**src/rtl/psg_pkg.sv**
```systemverilog
// Shared protocol constants and types for the PSG host register interface.
// Byte layout: bit 7 latch flag, bits 6:5 channel, bit 4 register type.
package psg_pkg;

  localparam int LATCH_BIT = 7;
  localparam int CH_MSB    = 6;
  localparam int CH_LSB    = 5;
  localparam int TYPE_BIT  = 4;

  typedef enum logic {
    REG_TONE   = 1'b0,
    REG_VOLUME = 1'b1
  } reg_type_e;

  localparam logic [1:0] NOISE_CH    = 2'd3;
  localparam logic [3:0] ATTN_SILENT = 4'hF;

  typedef struct packed {
    logic [1:0] ch;
    reg_type_e  kind;
  } reg_ptr_t;

  // The tone slot of channel 3 is the noise control register.
  function automatic logic is_noise(input reg_ptr_t p);
    return (p.ch == NOISE_CH) && (p.kind == REG_TONE);
  endfunction

endpackage

```
**src/rtl/psg_ready_timer.sv**
```systemverilog
// READY handshake timer: after an accepted byte, ready is held low for
// exactly READY_CYCLES cycles, then the block returns to IDLE.
module psg_ready_timer
  import psg_pkg::*;
#(
  parameter int READY_CYCLES = 32
) (
  input  logic clk,
  input  logic reset,
  input  logic accept,
  output logic ready
);

  localparam int CW = (READY_CYCLES > 1) ? $clog2(READY_CYCLES) : 1;

  localparam logic [0:0] ST_IDLE = 1'b0;
  localparam logic [0:0] ST_BUSY = 1'b1;

  logic [0:0]    r_state;
  logic [CW-1:0] r_count;
  logic          r_ready;

  // Loading READY_CYCLES-1 and leaving on the zero count gives a low time
  // of exactly READY_CYCLES cycles after the accepting edge.
  always_ff @(posedge clk) begin
    if (reset) begin
      r_state <= ST_IDLE;
      r_count <= '0;
      r_ready <= 1'b1;
    end else begin
      case (r_state)
        ST_IDLE: begin
          if (accept) begin
            r_count <= CW'(READY_CYCLES - 1);
            r_state <= ST_BUSY;
            r_ready <= 1'b0;
          end
        end
        ST_BUSY: begin
          if (r_count == '0) begin
            r_state <= ST_IDLE;
            r_ready <= 1'b1;
          end else begin
            r_count <= r_count - 1'b1;
          end
        end
        default: begin
          r_state <= ST_IDLE;
          r_ready <= 1'b1;
        end
      endcase
    end
  end

  assign ready = r_ready;

endmodule

```
**src/rtl/psg_register_control.sv**
```systemverilog
// Host-side register file for the SN76489-style PSG: decodes latch/data
// bytes into tone periods, attenuations and noise control, with READY pacing.
module psg_register_control
  import psg_pkg::*;
#(
  parameter int COUNTER_BITS = 10,
  parameter int ATTN_BITS    = 4,
  parameter int READY_CYCLES = 32
) (
  input  logic                    clk,
  input  logic                    reset,
  input  logic [7:0]              data,
  input  logic                    wr_en,
  output logic                    ready,
  output logic [COUNTER_BITS-1:0] tone_freq0,
  output logic [COUNTER_BITS-1:0] tone_freq1,
  output logic [COUNTER_BITS-1:0] tone_freq2,
  output logic [ATTN_BITS-1:0]    attn0,
  output logic [ATTN_BITS-1:0]    attn1,
  output logic [ATTN_BITS-1:0]    attn2,
  output logic [ATTN_BITS-1:0]    attn3,
  output logic [2:0]              noise_control,
  output logic                    reset_lfsr
);

  logic                    w_ready;
  logic                    w_accept;
  logic                    w_is_latch;
  logic                    w_noise_hit;
  reg_ptr_t                w_ptr;
  reg_ptr_t                r_ptr;
  logic [2:0]              r_noise;
  logic                    r_reset_lfsr;
  logic [COUNTER_BITS-1:0] w_tone [3];
  logic [ATTN_BITS-1:0]    w_attn [4];

  psg_ready_timer #(
    .READY_CYCLES(READY_CYCLES)
  ) u_ready_timer (
    .clk   (clk),
    .reset (reset),
    .accept(w_accept),
    .ready (w_ready)
  );

  assign w_accept   = wr_en & w_ready;
  assign w_is_latch = data[LATCH_BIT];

  // A latch byte retargets the write immediately; a data byte uses the
  // pointer left by the previous latch.
  always_comb begin
    w_ptr = r_ptr;
    if (w_is_latch) begin
      w_ptr.ch   = data[CH_MSB:CH_LSB];
      w_ptr.kind = reg_type_e'(data[TYPE_BIT]);
    end
  end

  assign w_noise_hit = w_accept & is_noise(w_ptr);

  always_ff @(posedge clk) begin
    if (reset) begin
      r_ptr        <= '{ch: 2'd0, kind: REG_TONE};
      r_noise      <= 3'd0;
      r_reset_lfsr <= 1'b0;
    end else begin
      r_reset_lfsr <= w_noise_hit;
      if (w_accept && w_is_latch) begin
        r_ptr <= w_ptr;
      end
      if (w_noise_hit) begin
        r_noise <= data[2:0];
      end
    end
  end

  genvar gi;
  generate
    for (gi = 0; gi < 3; gi++) begin : g_tone
      logic [COUNTER_BITS-1:0] r_tone;
      // Bits above 9 are never written, so they stay at their reset zero.
      always_ff @(posedge clk) begin
        if (reset) begin
          r_tone <= '0;
        end else if (w_accept && (w_ptr.ch == 2'(gi)) && (w_ptr.kind == REG_TONE)) begin
          if (w_is_latch) begin
            r_tone[3:0] <= data[3:0];
          end else begin
            r_tone[9:4] <= data[5:0];
          end
        end
      end
      assign w_tone[gi] = r_tone;
    end

    for (gi = 0; gi < 4; gi++) begin : g_attn
      logic [ATTN_BITS-1:0] r_attn;
      always_ff @(posedge clk) begin
        if (reset) begin
          r_attn <= ATTN_BITS'(ATTN_SILENT);
        end else if (w_accept && (w_ptr.ch == 2'(gi)) && (w_ptr.kind == REG_VOLUME)) begin
          r_attn <= ATTN_BITS'(data[3:0]);
        end
      end
      assign w_attn[gi] = r_attn;
    end
  endgenerate

  assign ready         = w_ready;
  assign tone_freq0    = w_tone[0];
  assign tone_freq1    = w_tone[1];
  assign tone_freq2    = w_tone[2];
  assign attn0         = w_attn[0];
  assign attn1         = w_attn[1];
  assign attn2         = w_attn[2];
  assign attn3         = w_attn[3];
  assign noise_control = r_noise;
  assign reset_lfsr    = r_reset_lfsr;

endmodule

```
**config.mk**
```make
export PLATFORM = sky130hd
export DESIGN_NAME = psg_register_control
export DESIGN_NICKNAME = d
export VERILOG_FILES = /design/src/rtl/psg_pkg.sv /design/src/rtl/psg_ready_timer.sv /design/src/rtl/psg_register_control.sv
export SDC_FILE = /design/constraint.sdc
export NUM_CORES = 1
export LEC_CHECK = 0
export CORE_UTILIZATION = 30
export DETAILED_ROUTE_END_ITERATION = 16
export PLACE_DENSITY_LB_ADDON = 0.08
export SYNTH_ARGS = -nofsm -noshare
export SYNTH_HDL_FRONTEND = slang
export SYNTH_HIERARCHICAL = 1
export SYNTH_SLANG_ARGS = --single-unit
export TNS_END_PERCENT = 1
```
**constraint.sdc**
```tcl
create_clock -name clk -period 1.6 [get_ports clk]
set_clock_uncertainty 0.2 [all_clocks]
set_input_delay 0.24 -clock clk [delete_from_list [all_inputs] [get_ports clk]]
set_output_delay 0.24 -clock clk [all_outputs]
set_load 0.01 [all_outputs]
```
Word-level counts from Yosys, hierarchy flattened. Cells that the tools add are included.

Word-level logic and storage cells: 62. Input port bits: 11. Register bits: 60. Output and inout bits: 51.

Add/subtract/negate cells: 1. Reduce and logical (&&, ||, !) cells: 23. Equal/unequal tests: 6. Multiplexer cells: 10. Bitwise operators: 5.

Operator list (count): $reduce_and 2->1 (8); $logic_and 1x1->1 (13); $mux 5 (2); $pmux 5 s2 (1); $ne 2x2->1 const B (3); $logic_not 5->1 (1); $sub 5x1->5 const B (1); $eq 2x2->1 const B (2); $mux 1 (4); $pmux 1 s2 (2); $mux 3 (1); $not 1->1 (3); $and 1x1->1 (2); $eq 2x1->1 const B (1); $logic_not 2->1 (1).

Longest topological paths before layout.
Word-level depth: 5. Gate-level depth with buffers: 5. Mapped depth without buffers: 5.

Hierarchy. The synthesis kept the hierarchy.

By module, submodules not included: psg_register_control (sequential area each 1061.0 um2, cells an instance 203, area an instance 2187.1 um2, times used 1); psg_ready_timer (sequential area each 140.1 um2, cells an instance 35, area an instance 355.3 um2, times used 1).

Least setup slack after synthesis. No wires, ideal clock.

Path kind: register to register. From: register u_ready_timer.r_count[0]. To: register u_ready_timer.r_count[1]. Setup time: 0.086 ns. Required time: 1.314 ns. Cell stages (with the launch flop): 6. Clock period less this slack: 1.709 ns. Path buffers: 0. Arrival: 1.423 ns. Slack: -0.109 ns. Cells stage by stage: dfxtp_1 -> inv_1 -> ha_1 -> nor4b_4 -> mux2_2 -> a211oi_1.

Longest elaborated chain between the ends: 3. Elaborated cells on any way between the ends: 6. Those cells by class: add/sub (1); eq/ne (1); mux (2); reduce/logical (2).

RTL lines: from (decl) (line psg_ready_timer.sv:20) `logic [CW-1:0] r_count;`; from (signal assigned) (line psg_ready_timer.sv:34) `r_count <= CW'(READY_CYCLES - 1);`; from (signal assigned) (line psg_ready_timer.sv:44) `r_count <= r_count - 1'b1;`; $sub 5x1->5 / $logic_not 5->1 (equally long branches) (line psg_ready_timer.sv:44, psg_ready_timer.sv:40); $mux 5 / $ne 2x2->1 (equally long branches); $pmux 5 s2 / $reduce_and 2->1 (equally long branches).

Parallel ways exist; a longest one is shown, timed or not. The select of a mux whose other input is x is not followed. A chain may end at the register's enable or synchronous reset.

Worst setup path in the final report.
From: register r_ptr[2] (netlist name). To: register g_attn[0].r_attn[2], in the netlist attn0[2].

Longest elaborated chain between the ends: 4.

RTL lines: from (decl) (line psg_register_control.sv:31) `reg_ptr_t r_ptr;`; from (signal assigned) (line psg_register_control.sv:63) `r_ptr <= '{ch: 2'd0, kind: REG_TONE};`; from (signal assigned) (line psg_register_control.sv:69) `r_ptr <= w_ptr;`; $mux 3 (line psg_register_control.sv:53) `if (w_is_latch) begin`; $logic_not 2->1 (line psg_register_control.sv:101) `end else if (w_accept && (w_ptr.ch == 2'(gi)) && (w_ptr.kind == REG_VOLUME)) begin`; $logic_and 1x1->1 (2 in a row) (line psg_register_control.sv:101); to (signal assigned) (line psg_register_control.sv:100) `r_attn <= ATTN_BITS'(ATTN_SILENT);`; to (signal assigned) (line psg_register_control.sv:102) `r_attn <= ATTN_BITS'(data[3:0]);`; to (decl) (line psg_register_control.sv:97) `logic [ATTN_BITS-1:0] r_attn;`.

Every way passes these cells.

==> impl_metrics.tcl <==
set metrics [dict create \
    status "completed" \
    yosysUniqueCellTypes 37 \
    drv_slew 0 \
    io_buffers 61 \
    max_slew_margin_pct 73.50 \
    dp_hpwl_mm 4.407 \
    viasPerCell 4.532 \
    multiInputGateArea_um2 1329 \
    r2r_cells 3 \
    ys_warn_count 6 \
    reg2reg_slack_ns 0.001 \
    grt_max_degree 36 \
    clockPowerShare_pct 41.6 \
    worstReg2RegStart "r_ptr[2]" \
    clockBufferDepth 2 \
    cp_cell_sequence "or3b_4 -> a211oi_4 -> mux2i_1" \
    swShare_pct 24.80 \
    clkSinkCount 60 \
    grt_pass1_wl_mm 10.36 \
    post-route-period-util_pct 99.91 \
    dr.pass1.iters 4 \
    syn_nets 250 \
    wl_met1_mm 3.106 \
    cp.arrival_ns 1.66 \
    cp-start-kind "register" \
    power.static_leakage_nw 1.712 \
    cts_buffers 9 \
    nNetsFinal 346 \
    cp_num_cells 3 \
    drt_iter0_drc 70 \
    design_area_um2 3741 \
    netSwitchingPower_uw 915.5 \
    highest_layer "met4" \
    routed_wl_mm 6.238 \
    syn-cell-area_um2 2542 \
    drcViolationCount 0 \
    required_ns 1.66 \
    ios 62 \
    fmax_mhz 625.6 \
    ir_drop_mv 0.4008 \
    track_usage_pct 15.56 \
    grt_setup_unrepaired "true" \
    wl_met2_mm 2.754 \
    num_antenna_cells 0 \
    crit_fanout 4 \
    finalHoldViolCount 0 \
    cts_hold_buf 0 \
    fin_util_pct 45.53 \
    crit_path_top_delay_cell "or3b_4" \
    clkTransAtPathRegs_ns 0.07 \
    place_inst 426 \
    layout-drive-gt1-share_pct 21.83 \
    cap_violations 0 \
    crit_start "r_ptr[2]" \
    crit_path_end "attn0[2]" \
    worst_pin_slew_ns 0.3974 \
    combPwrFrac_pct 15.2 \
    areaGrowthSynthToFinish_pct 47.15 \
    fp-row-count 33 \
    routed-wl-met3_um 294 \
    synth_top_area_share_pct 47.24 \
    setup_viol 0 \
    fin_crit_ns 1.599 \
    core_area_um2 8217 \
    end_kind "register" \
    p_seq_share_pct 43.3 \
    route.vias.total 2012 \
    antenna_found_initial 0 \
    fillers 827 \
    powerDensity_nw_per_um2 986.8 \
    die_area_um2 8847 \
    slowest_delay_ns 0.41 \
    routedWlPerCell_um 14.05 \
    regArea_um2 1206 \
    p_int_mw 2.776 \
    initial_core_util_pct 30.94 \
    yosysSeqAreaShare_pct 47.24 \
    synth_area_leaders "dfxtp_1 47%, mux2i_1 20%, nand2b_1 10%" \
    place_area_um2 3532 \
    crit_type "register to register" \
    avgSynthCellArea_um2 10.68 \
    drt.antenna.violating_nets 0 \
    rr_endpoint "attn0[2]" \
    die_height_um 94.06 \
    crit_family "simple AND/OR/NAND/NOR gates" \
    instances_no_fill 444 \
    grt-ovfl-total 0 \
    die_x_um 94.06 \
    htreeDepth 3 \
    finalPower_mw 3.692 \
    cts-root-buf "clkbuf_8" \
    min_path_type "input pin to register" \
    routabilityCongestion 0.7601 \
    syn_inst 238 \
    cp_num_buf_inv 0 \
    insertion_delay_ns 0.33 \
    synth_seq_cells 60 \
    tritoncts "built" \
    grt_pass1_vias 2058 \
    synth_area_leader_cell "dfxtp_1" \
]
[flip-flops by register name, indices dropped and copies added (netlist names), 4 cells and up]
name and cells:
attn0 4, attn1 4, attn2 4, attn3 4, tone_freq0 10, tone_freq1 10
tone_freq2 10, u_ready_timer/r_count 5
[cells in the mapped netlist, drive strengths merged]
master	number
nor2	25
nand2b	41
clkbuf	9
a211oi	7
mux2i	53
nor4	1
o21bai	3
a21oi	1
nand3	8
o31ai	1
o211a	1
a31oi	2
o211ai	1
o21ai	1
nor4b	1
nand2	1
or3b	2
xnor2	1
buf	1
nand3b	3
a221o	1
and3b	1
inv	3
nor3	3
nor3b	2
mux2	2
and3	1
ha	1
dfxtp	60
or2b	1
[metrics by stage]
step	setup TNS (ns)	hold slack [ns]	worst slack (ns)
after floorplan	-0.2530	0.1046	-0.05131
after global placement	-24.86	0.2629	-0.5378
after detailed placement	-25.61	0.2648	-0.5612
after CTS	0	0.1065	0.002747
after global routing	-0.3302	0.1493	-0.06931
final	0	0.1188	0.001444
[worst min-delay path by stage]
| stage | from | end | slack (ns) | depth (start not counted) |
|---|---|---|---|---|
| after floorplan | reset | u_ready_timer/r_count[0] | 0.10 | 1 |
| after global placement | tone_freq0[0] | tone_freq0[0] | 0.26 | 2 |
| after detailed placement | tone_freq0[7] | tone_freq0[7] | 0.26 | 2 |
| after CTS | reset | u_ready_timer/r_count[1] | 0.11 | 2 |
| after global routing | reset | u_ready_timer/r_count[1] | 0.15 | 2 |
| final | reset | u_ready_timer/r_count[1] | 0.12 | 2 |
[power by group through the flow]
stage | Clock, mW | Sequential, mW | Combinational (mW)
2_1_floorplan | 0 | 1.64 | 0.285
3_3_place_gp | 0 | 1.63 | 0.555
3_5_place_dp | 0 | 1.63 | 0.563
4_1_cts | 1.58 | 1.59 | 0.552
5_1_grt | 1.65 | 1.61 | 0.614
6_report | 1.53 | 1.60 | 0.561
[cells by family (layout without fill, tap and decap cells)]
group           after synthesis  after routing  share of synthesized area, %
buf+inv                      13            114                         2.264
compound gates               18             18                         7.135
flops                        60             60                         47.24
mux                          55             55                         21.90
xor+xnor                      1              1                        0.3446
fa+ha+maj                     1              1                        0.4920
simple gates                 90             90                         20.62
[per-layer routing]
metal  vias to the layer above  track usage, %
met5                         -               0
met4                         0           6.154
met3                         9           3.722
met2                        46           23.91
met1                       945           20.85
li1                       1012               -
[repair_timing]
item | 4_1_cts | 5_1_grt
buffers inserted | 2 | 0
gates resized for setup | 57 | 11
endpoints found under the setup margin | 102 | 41
pin swaps | 4 | 3
[cell type report]
cell class                 count  share of cell area [%]
clock buffer                  11                   3.779
clock inverter                 5                   2.274
inverter                       3                  0.3010
multi-input combinational    165                   35.52
sequential                    60                   32.24
tap                          105                   3.512
timing repair buffer          95                   22.37
[cells in the final DEF, fill, tap and decap left out, drive strengths merged]
master,instances
ha,1
dfxtp,60
mux2i,53
o21bai,3
and3b,1
bufinv,2
nand3,8
inv,3
or3b,2
buf,35
o31ai,1
or2b,1
dlygate4sd2,53
nand3b,3
a221o,1
o21ai,1
o211ai,1
xnor2,1
o211a,1
nor3,3
a21oi,1
and3,1
clkinvlp,1
nor2,25
nor3b,2
mux2,2
clkinv,2
nand2b,41
nor4,1
nor4b,1
clkdlybuf4s50,5
clkbuf,12
dlymetal6s2s,1
nand2,1
a211oi,7
a31oi,2
Note: power is estimated with default switching activity, not from simulation.
